### config.mk
export PLATFORM = sky130hd
export DESIGN_NAME = wb_arbiter
export DESIGN_NICKNAME = d
export VERILOG_FILES = /design/src/rtl/wb_arbiter.sv
export SDC_FILE = /design/constraint.sdc
export NUM_CORES = 1
export LEC_CHECK = 0
export CELL_PAD_IN_SITES_DETAIL_PLACEMENT = 0
export CELL_PAD_IN_SITES_GLOBAL_PLACEMENT = 1
export CORE_AREA = 4 4 326 328
export CTS_CLUSTER_SIZE = 24
export DETAILED_ROUTE_END_ITERATION = 10
export DIE_AREA = 0 0 330 332
export PLACE_DENSITY_LB_ADDON = 0.1
export SLEW_MARGIN = 20
export SYNTH_ARGS = -nofsm -noshare
export SYNTH_HDL_FRONTEND = slang
export SYNTH_SLANG_ARGS = --single-unit
### constraint.sdc
create_clock -name clk -period 27.8 [get_ports clk]
set_clock_uncertainty 0.1 [all_clocks]
set_input_delay 5.56 -clock clk [delete_from_list [all_inputs] [get_ports clk]]
set_output_delay 5.56 -clock clk [all_outputs]
set_load 0.01 [all_outputs]
### src/rtl/wb_arbiter.sv
// Write-back arbiter: merges ALU and memory results into one register-file
// write port. Each source has a single-entry buffer; when both buffers are
// full the older entry wins, and a same-edge tie goes to memory.
module wb_arbiter #(
    parameter int unsigned WIDTH         = 16,
    parameter int unsigned VECTOR_LENGTH = 16
) (
    input  logic                             clk,
    input  logic                             rst,

    input  logic                             alu_valid,
    output logic                             alu_ready,
    input  logic [3:0]                       alu_rd,
    input  logic                             alu_vecop,
    input  logic [WIDTH-1:0]                 alu_scalar,
    input  logic [WIDTH*VECTOR_LENGTH-1:0]   alu_vector,

    input  logic                             mem_valid,
    output logic                             mem_ready,
    input  logic [3:0]                       mem_rd,
    input  logic                             mem_vecop,
    input  logic [WIDTH-1:0]                 mem_scalar,
    input  logic [WIDTH*VECTOR_LENGTH-1:0]   mem_vector,

    output logic                             wb_valid,
    output logic [3:0]                       wb_rd,
    output logic                             wb_vecop,
    output logic [WIDTH-1:0]                 wb_scalar,
    output logic [WIDTH*VECTOR_LENGTH-1:0]   wb_vector,
    output logic                             wb_aluop,
    output logic [7:0]                       conflict_cnt
);

    localparam int unsigned VW = WIDTH * VECTOR_LENGTH;

    // Source buffers
    logic               alu_full_q, alu_full_d;
    logic [3:0]         alu_rd_q;
    logic               alu_vecop_q;
    logic [WIDTH-1:0]   alu_scalar_q;
    logic [VW-1:0]      alu_vector_q;

    logic               mem_full_q, mem_full_d;
    logic [3:0]         mem_rd_q;
    logic               mem_vecop_q;
    logic [WIDTH-1:0]   mem_scalar_q;
    logic [VW-1:0]      mem_vector_q;

    // Set when the ALU entry was filled at an earlier edge than the memory entry.
    logic               alu_first_q, alu_first_d;

    logic               grant_alu, grant_mem;
    logic               alu_hs, mem_hs;

    // Grant decision from registered state only, so valid never reaches ready.
    always_comb begin
        grant_alu = alu_full_q & (~mem_full_q | alu_first_q);
        grant_mem = mem_full_q & (~alu_full_q | ~alu_first_q);
        alu_ready = ~alu_full_q | grant_alu;
        mem_ready = ~mem_full_q | grant_mem;
        alu_hs    = alu_valid & alu_ready;
        mem_hs    = mem_valid & mem_ready;
    end

    // Next full flags and relative age of the two entries.
    always_comb begin
        alu_full_d = alu_full_q;
        if (grant_alu) alu_full_d = 1'b0;
        if (alu_hs)    alu_full_d = 1'b1;

        mem_full_d = mem_full_q;
        if (grant_mem) mem_full_d = 1'b0;
        if (mem_hs)    mem_full_d = 1'b1;

        alu_first_d = alu_first_q;
        if (alu_hs && mem_hs) begin
            alu_first_d = 1'b0;          // same-edge tie: memory treated as older
        end else if (alu_hs) begin
            alu_first_d = ~mem_full_d;   // a surviving memory entry is older
        end else if (mem_hs) begin
            alu_first_d = alu_full_d;    // a surviving ALU entry is older
        end
    end

    // Buffer state, age tracking and payload capture.
    always_ff @(posedge clk) begin
        if (rst) begin
            alu_full_q  <= 1'b0;
            mem_full_q  <= 1'b0;
            alu_first_q <= 1'b0;
        end else begin
            alu_full_q  <= alu_full_d;
            mem_full_q  <= mem_full_d;
            alu_first_q <= alu_first_d;
            if (alu_hs) begin
                alu_rd_q     <= alu_rd;
                alu_vecop_q  <= alu_vecop;
                alu_scalar_q <= alu_scalar;
                alu_vector_q <= alu_vector;
            end
            if (mem_hs) begin
                mem_rd_q     <= mem_rd;
                mem_vecop_q  <= mem_vecop;
                mem_scalar_q <= mem_scalar;
                mem_vector_q <= mem_vector;
            end
        end
    end

    // Registered write-back port; payload holds when nothing is granted.
    always_ff @(posedge clk) begin
        if (rst) begin
            wb_valid  <= 1'b0;
            wb_rd     <= '0;
            wb_vecop  <= 1'b0;
            wb_scalar <= '0;
            wb_vector <= '0;
            wb_aluop  <= 1'b0;
        end else if (grant_mem) begin
            wb_valid  <= 1'b1;
            wb_rd     <= mem_rd_q;
            wb_vecop  <= mem_vecop_q;
            wb_scalar <= mem_scalar_q;
            wb_vector <= mem_vector_q;
            wb_aluop  <= 1'b0;
        end else if (grant_alu) begin
            wb_valid  <= 1'b1;
            wb_rd     <= alu_rd_q;
            wb_vecop  <= alu_vecop_q;
            wb_scalar <= alu_scalar_q;
            wb_vector <= alu_vector_q;
            wb_aluop  <= 1'b1;
        end else begin
            wb_valid  <= 1'b0;
        end
    end

    // Saturating count of cycles with both buffers occupied.
    always_ff @(posedge clk) begin
        if (rst) begin
            conflict_cnt <= 8'd0;
        end else if (alu_full_q && mem_full_q && (conflict_cnt != 8'hFF)) begin
            conflict_cnt <= conflict_cnt + 8'd1;
        end
    end

endmodule

# Yosys cells after proc, flatten, opt, wreduce, memory -nomap -nowiden
# Cells that the tools add are included.
# classes
addsub,1
bitwise_logic,13
eq_ne,1
n_reduce_logical,9
n_mux,16
# ops
op,count
$mux 256,2
$mux 16,2
$mux 1,10
$add 8x1->8 const B,1
$mux 4,2
$ne 8x8->1 const B,1
$not 1->1,5
$and 1x1->1,4
$or 1x1->1,4
$reduce_and 2->1,2
$reduce_bool 2->1,2
$reduce_or 2->1,2
$logic_and 1x1->1,3
# word_totals
reg_bits,844
wordCells,58
input_bits,558

# Depth between registers and ports, before layout
# Gate-level depths: netlist of run 1.
# logic_depth
depth_word,8
ltp_mapped,7

# Worst setup path before layout of run 1
# OpenSTA, ideal clock, no wires.
# synth_path
path_type,input port to flip-flop
from,input port rst
to,register alu_rd_q[0] (enable)
arrival_ns,25.821
setup_time_ns,1.311
path_stages,2
setup_slack_ns,0.568
path_buffers,1
cell_sequence,clkbuf_1 > nor3b_1
# synth_between
elab_chain_len,2
# synth_rtl
item,line,source
from (decl),9,"input logic rst,"
$not 1->1 (no line),-,
$reduce_and 2->1 (no line),-,
to (signal assigned),96,alu_rd_q <= alu_rd;
to (decl),38,logic [3:0] alu_rd_q;
# Every way passes these cells.
# A chain may end at the register's enable or synchronous reset.

# Final worst setup path of run 1
# layout_path
from,register alu_full_q
to,output port alu_ready
# layout_between
elab_chain_len,2
elab_cells_between_ends,3
cone_classes,3 x bitwise
# layout_rtl
item,line,source
from (decl),37,"logic alu_full_q, alu_full_d;"
from (signal assigned),92,alu_full_q <= alu_full_d;
$and 1x1->1 / $not 1->1 (equally long branches),"57, 59",
$or 1x1->1 *,59,alu_ready = ~alu_full_q | grant_alu;
to (decl),12,"output logic alu_ready,"
# Mark *: on every way between the ends. The rest lies on a longest branch, timed or not.

==> results of run 1 <==
==> layer usage <==
metal	global-route usage (%)	part of all wire, %	vias up
met5	0	0.20	-
met4	8.70	3.6	32
met3	7.39	8.2	215
met2	35.5	50	760
met1	23.7	38	11700
li1	-	-	10800
==> worst max-delay path: stages (launching register included) <==
cell,delay (ns)
dfxtp_4,0.96
nand2_2,0.22
nor2_1,0.30
inv_1,0.13
clkdlybuf4s50_1,0.59
==> power by group <==
group	leakage, nW	internal [mW]	total (mW)	switching (mW)
clock	1.60	0.768	1.29	0.526
combinational	6.40	0.192	0.364	0.173
sequential	7.59	1.41	1.45	0.0383
==> how the worst min path moves through the flow <==
stage / start / endpoint / slack [ns] / cells after the start
detailed placement: wb_aluop / wb_aluop / 0.37 / 2
CTS: wb_aluop / wb_aluop / 0.38 / 2
finish: wb_aluop / wb_aluop / 0.39 / 2
floorplan: wb_aluop / wb_aluop / 0.38 / 2
global route: wb_aluop / wb_aluop / 0.41 / 2
global placement: wb_aluop / wb_aluop / 0.36 / 2
==> area by class of cell <==
type	count	share of cell area (%)
repair buffers	875	19.5
multi-input cells	1438	19.4
clock buffers	138	6.13
well taps	1380	3.83
flip-flops and latches	844	49.8
diodes	43	0.239
inverters	3	0.0416
clock inverters	45	1.04
==> sequential cells by signal, summed over array words and instances, names as in the netlist, 4 cells and up <==
signal / cells
mem_vector_q: 256
wb_scalar: 16
wb_vector: 256
mem_rd_q: 4
conflict_cnt: 8
alu_vector_q: 256
alu_rd_q: 4
alu_scalar_q: 16
wb_rd: 4
mem_scalar_q: 16
==> cells in the final DEF, fill, tap and decap left out, types with 2 or more instances in the layout <==
| cell | n |
|---|---|
| dfxtp_1 | 287 |
| nor2_1 | 567 |
| nand3_1 | 2 |
| nand4_1 | 2 |
| buf_12 | 4 |
| clkbuf_16 | 100 |
| clkinv_2 | 23 |
| mux2_2 | 277 |
| o31ai_1 | 3 |
| nor4_1 | 259 |
| buf_4 | 23 |
| diode_2 | 43 |
| nand2_1 | 5 |
| or4_1 | 2 |
| a21oi_1 | 6 |
| dfxtp_4 | 3 |
| clkbuf_8 | 12 |
| clkinv_1 | 8 |
| clkdlybuf4s50_1 | 845 |
| edfxtp_1 | 554 |
| nor3_1 | 281 |
| clkinv_8 | 3 |
| inv_1 | 2 |
| and3_1 | 2 |
| bufinv_16 | 8 |
| clkbuf_1 | 26 |
| nor4_2 | 20 |
| buf_16 | 2 |
==> metrics by stage <==
stage | cells | setup slack, ns
after detailed placement | 4539 | 18.95
after floorplan | 2471 | 0.568
final | 4766 | 19.26
after global placement | 4537 | 18.95
after CTS | 4722 | 19.09
after global routing | 4755 | 19.02
==> cells by family (layout without fill, tap and decap cells) <==
family                   Yosys count  in the layout  synth area share, %
AND/OR/NAND/NOR                 1145           1145                 17.2
adder cells (fa/ha/maj)            1              1               0.0391
flip-flops                       844            844                 70.2
XOR/XNOR                           1              1               0.0274
other                              0             43                    0
multiplexers                     278            278                 9.78
buffers and inverters            189           1061                 2.52
AO/OA/AOI/OAI                     13             13                0.258
==> key figures, run 1 <==
Run status
  • Run status: complete, no violations

Cells and area
  • Share of cells above drive strength 1: 14.5%
  • Synth-to-Final Area Change: 40.9%
  • Area occupied by registers: 0.0225 mm2
  • Layout Utilization: 43.7%
  • Layout fillers: 9524
  • Fin nets: 3818
  • Final Instance Area: 0.0451 mm2
  • Area occupied by multi-input gates: 0.00876 mm2

Critical path
  • Worst setup path end: alu_ready
  • Reg-to-Reg Start: mem_full_q
  • Worst R2R End: wb_vector[196]
  • Arrival time worst endpoint: 2.88 ns
  • Critical Path Start: alu_full_q
  • Worst-path fanout max: 68
  • Critical path type: reg2out
  • Crit path required time: 22.14 ns
  • R2R setup slack: 23.05 ns
  • R2R cell count: 6
  • Crit. End Element: primary output
  • Worst setup SP type: register

Power
  • Max IR drop VDD: 47.8 uV
  • Leak: 15.6 nW
  • Tot Pwr: 3.11 mW
  • Pwr Density: 69.0 mW/mm2

Route
  • Drt via density: 4.92
  • DR DRC count: 0
  • Routed wire length: 119000 um
  • DR iter-0 viols: 1365
  • Via Count: 23.4k
  • Drt pass-1 iters: 5
  • Drt wl/cell: 25.0 um
  • Detail Route Antenna Nets: 0

Die
  • Starting Density: 31.0%
  • Std cell rows: 118
  • Die ar.: 0.110 mm2
  • CORE AREA: 0.103 mm2
  • I/O pin count: 847
  • Die Span Y: 332 um
  • Die Width: 330 um

GRT
  • Global route overflow: 0
  • Vias in the first global route: 24.4k
  • Largest net degree at the start of global routing: 150
  • Initial antenna violation count: 59
  • First-pass GRT wire length: 169000 um
  • Tot GR Track Use: 20.8%

Logic synthesis
  • Yosys warnings: 0
  • Async SR Flop Fraction: 0%
  • Post-synth EDFFs: 554
  • #FFs+latches synth: 844
  • Synth cell count leaders: nor2_1, edfxtp_1, dfxtp_1
  • Top cell type's share of synthesized area: 52.0%
  • Synth Flop Type: edfxtp_1
  • Post-Syn Area per Cell: 12.9 um2
  • Post-Syn Nets: 3030
  • Cell accounting for the most synthesized area: edfxtp_1
  • Cells after synthesis: 2471
  • Synthesized cell area: 0.0320 mm2
  • Synth area leaders: edfxtp_1, dfxtp_1, mux2_2
  • Count leader, synth: nor2_1
  • Sequential area share after synthesis: 70.2%
  • Library cells used by synthesis: 32

Placed design
  • GPL Wtd Cong: 0.809
  • Area post-placement: 0.0417 mm2
  • Post-DP HPWL: 77500 um
  • IO Port Bufs: 846

STA
  • Max Slew Vio Count: 0
  • Max Freq: 0.117 GHz
  • Worst relative slew slack: 25.7%
  • Slew @ Worst Pin: 1.11 ns
  • Crit share post-route: 30.7%
  • Unrepaired setup endpoints after global routing: false
  • Final Setup Violations: 0
  • Final Hold Violating Endpoints: 0
  • WHS: 0.385 ns
  • Final Critical Period: 8.54 ns
  • Setup TNS: 0 ns

Flow run
  • Max-Cap Viols: 0

Clock network
  • Clk slew on worst S/H paths: 0.06 ns
  • Post-CTS Setup Inserts: 0
  • Number of H-tree levels: 3
  • Clk Latency, worst-skew pair: 0.67 ns
  • CTS hold repair buffers: 0
  • Clk sinks: 844
  • Clk buf depth: 3
  • Root buf cell: clkbuf_16
  • CTS Buf Count: 97
  • PostCTS Resize Cnt: 0
  • CTS tree: built

Worst hold path
  • Hold crit path type: reg2reg
(Power assumes the default switching activity.)
==> run 2, diff against run 1 <==
Clock period 27.8 ns to 7.81 ns, I/O delays scaled along.
==> key figures, run 2 (synthesized netlist as in run 1, its figures left out) <==
Die
  • Die Span Y: 332 um (unchanged)
  • Starting Density: 31.0% (unchanged)
  • I/O pin count: 847 (unchanged)
  • Die ar.: 0.110 mm2 (unchanged)
  • Std cell rows: 118 (unchanged)
  • CORE AREA: 0.103 mm2 (unchanged)
  • Die Width: 330 um (unchanged)

GRT
  • Global route overflow: 0 (unchanged)
  • Vias in the first global route: 24.5k (+0.34%)
  • Tot GR Track Use: 21.0% (+0.20 points)
  • Initial antenna violation count: 51 (-14%)
  • First-pass GRT wire length: 171000 um (+1.2%)
  • Largest net degree at the start of global routing: 166 (+11%)

Clock network
  • PostCTS Resize Cnt: 0 (unchanged)
  • Clk sinks: 844 (unchanged)
  • CTS tree: built
  • Number of H-tree levels: 3 (unchanged)
  • Post-CTS Setup Inserts: 0 (unchanged)
  • Clk buf depth: 3 (unchanged)
  • Root buf cell: clkbuf_16
  • Clk Latency, worst-skew pair: 0.67 ns (about the same)
  • Clk slew on worst S/H paths: 0.06 ns (about the same)
  • CTS hold repair buffers: 0 (unchanged)
  • CTS Buf Count: 97 (unchanged)

Critical path
  • CP delay by family, top: buffers and inverters
  • Critical path type: reg2out
  • Slowest cell on the critical path: dfxtp_4
  • Crit. End Element: primary output
  • Worst-path fanout max: 122 (+79%)
  • Worst setup SP type: register
  • Largest stage delay on the critical path: 0.87 ns (-0.09 ns)
  • Arrival time worst endpoint: 3.26 ns (+0.38 ns)
  • Crit path required time: 6.15 ns (-15.99 ns)
  • Buf+Inv Stages, Crit Path: 2 (unchanged)
  • Worst-path cell chain: buf_12, and2_1, nand2_1, clkdlybuf4s50_1

STA
  • WHS: 0.353 ns (-0.0322 ns)
  • Max Freq: 0.203 GHz
  • Worst relative slew slack: 14.8% (-11 points)
  • Unrepaired setup endpoints after global routing: false
  • Crit share post-route: 63.1%
  • Final Critical Period: 4.93 ns
  • Max Slew Vio Count: 0 (unchanged)
  • Setup TNS: 0 ns (unchanged)
  • Final Setup Violations: 0 (unchanged)
  • Final Hold Violating Endpoints: 0 (unchanged)
  • Slew @ Worst Pin: 1.28 ns (+0.163 ns)

Cells and area
  • Most frequent cells in the layout: clkdlybuf4s50_1, nor2_1, edfxtp_1
  • Synth-to-Final Area Change: 40.3%
  • Share of cells above drive strength 1: 14.0% (-0.51 points)
  • Most common cell after layout, fill and taps aside: clkdlybuf4s50_1
  • Final Instance Area: 0.0449 mm2 (-0.41%)
  • Layout fillers: 9466 (-0.61%)
  • Layout Utilization: 43.5% (-0.18 points)
  • Fin nets: 3810 (-0.21%)
  • Top flop regs: alu_vector_q x256, mem_vector_q x256, wb_vector x256

Route
  • DR DRC count: 0 (unchanged)
  • Drt via density: 4.92 (+0.13%)
  • DR iter-0 viols: 1379 (+1.0%)
  • Drt wl/cell: 25.3 um (+1.5%)
  • Via Count: 23.4k (-0.32%)
  • Drt pass-1 iters: 5 (unchanged)
  • Detail Route Antenna Nets: 0 (unchanged)
  • Routed wire length: 120000 um (+1.1%)

Power
  • Clock power frac: 40.7% (-0.9 points)
  • Pwr Density: 243 mW/mm2 (+250%)
  • Sequential power share: 47.4% (+0.7 points)
  • Sw Ratio: 23.7% (about the same)
  • Leak: 15.5 nW (-0.75%)
  • Max IR drop VDD: 189 uV (+300%)
  • Switching pwr: 2.59 mW (+250%)
  • Internal Power: 8.33 mW (+250%)
  • Combinational power share: 11.9% (+0.2 points)

Placed design
  • Area post-placement: 0.0417 mm2 (about the same)
  • Post-DP HPWL: 76600 um (-1.1%)
  • IO Port Bufs: 846 (unchanged)
  • GPL Wtd Cong: 0.831 (+2.7%)

Worst hold path
  • Hold crit path type: reg2reg

Flow run
  • Max-Cap Viols: 0 (unchanged)

Run status
  • Run status: complete, no violations
run 2: through the flow:
| step | worst slack, ns | power [mW] | cells |
|---|---|---|---|
| final | 2.88 | 10.9 | 4745 |
| after global routing | 2.65 | 11.3 | 4734 |
| after CTS | 2.68 | 11.1 | 4709 |
| after detailed placement | 3.20 | 6.58 | 4532 |
| after global placement | 3.26 | 6.55 | 4532 |
| after floorplan | -1.40 | 5.80 | 2471 |
run 2: worst min-delay path, cell delays in order, from the launching register on:
cell     delay, ns
dfxtp_1       0.31
nand2_1       0.05
a21oi_1       0.05
run 2: layer usage:
layer | up-vias | GRT usage, % | wire (um)
met5 | - | 0 | 167
met4 | 26 | 7.37 | 3160
met3 | 186 | 7.11 | 9790
met2 | 768 | 36.6 | 61000
met1 | 11700 | 24.0 | 46200
li1 | 10700 | - | -
run 2: area by class of cell:
class	count	area (um2)	area share (%)
Tap cell	1380	1730	3.85
Clock inverter	24	186	0.415
Sequential cell	844	22500	50.0
Clock buffer	153	2910	6.49
Multi-Input combinational cell	1438	8760	19.5
Inverter	3	18.8	0.0418
Timing Repair Buffer	867	8740	19.5
Antenna cell	36	90.1	0.201
run 2: worst paths after layout:
kind / start / end / slack, ns / cells after the start
setup / recovery: mem_full_q / mem_ready / 2.88 / 4
hold / removal: wb_aluop / wb_aluop / 0.35 / 2
setup reg to reg: mem_full_q / wb_vector[106] / 3.20 / 7
hold reg to reg: wb_aluop / wb_aluop / 0.35 / 2
run 2: power groups by stage:
| stage | combinational, mW | sequential, mW | clock (mW) |
|---|---|---|---|
| 2_1_floorplan | 0.511 | 5.29 | 0 |
| 3_3_place_gp | 1.29 | 5.26 | 0 |
| 3_5_place_dp | 1.31 | 5.27 | 0 |
| 4_1_cts | 1.32 | 5.18 | 4.56 |
| 5_1_grt | 1.39 | 5.20 | 4.74 |
| 6_report | 1.30 | 5.17 | 4.44 |
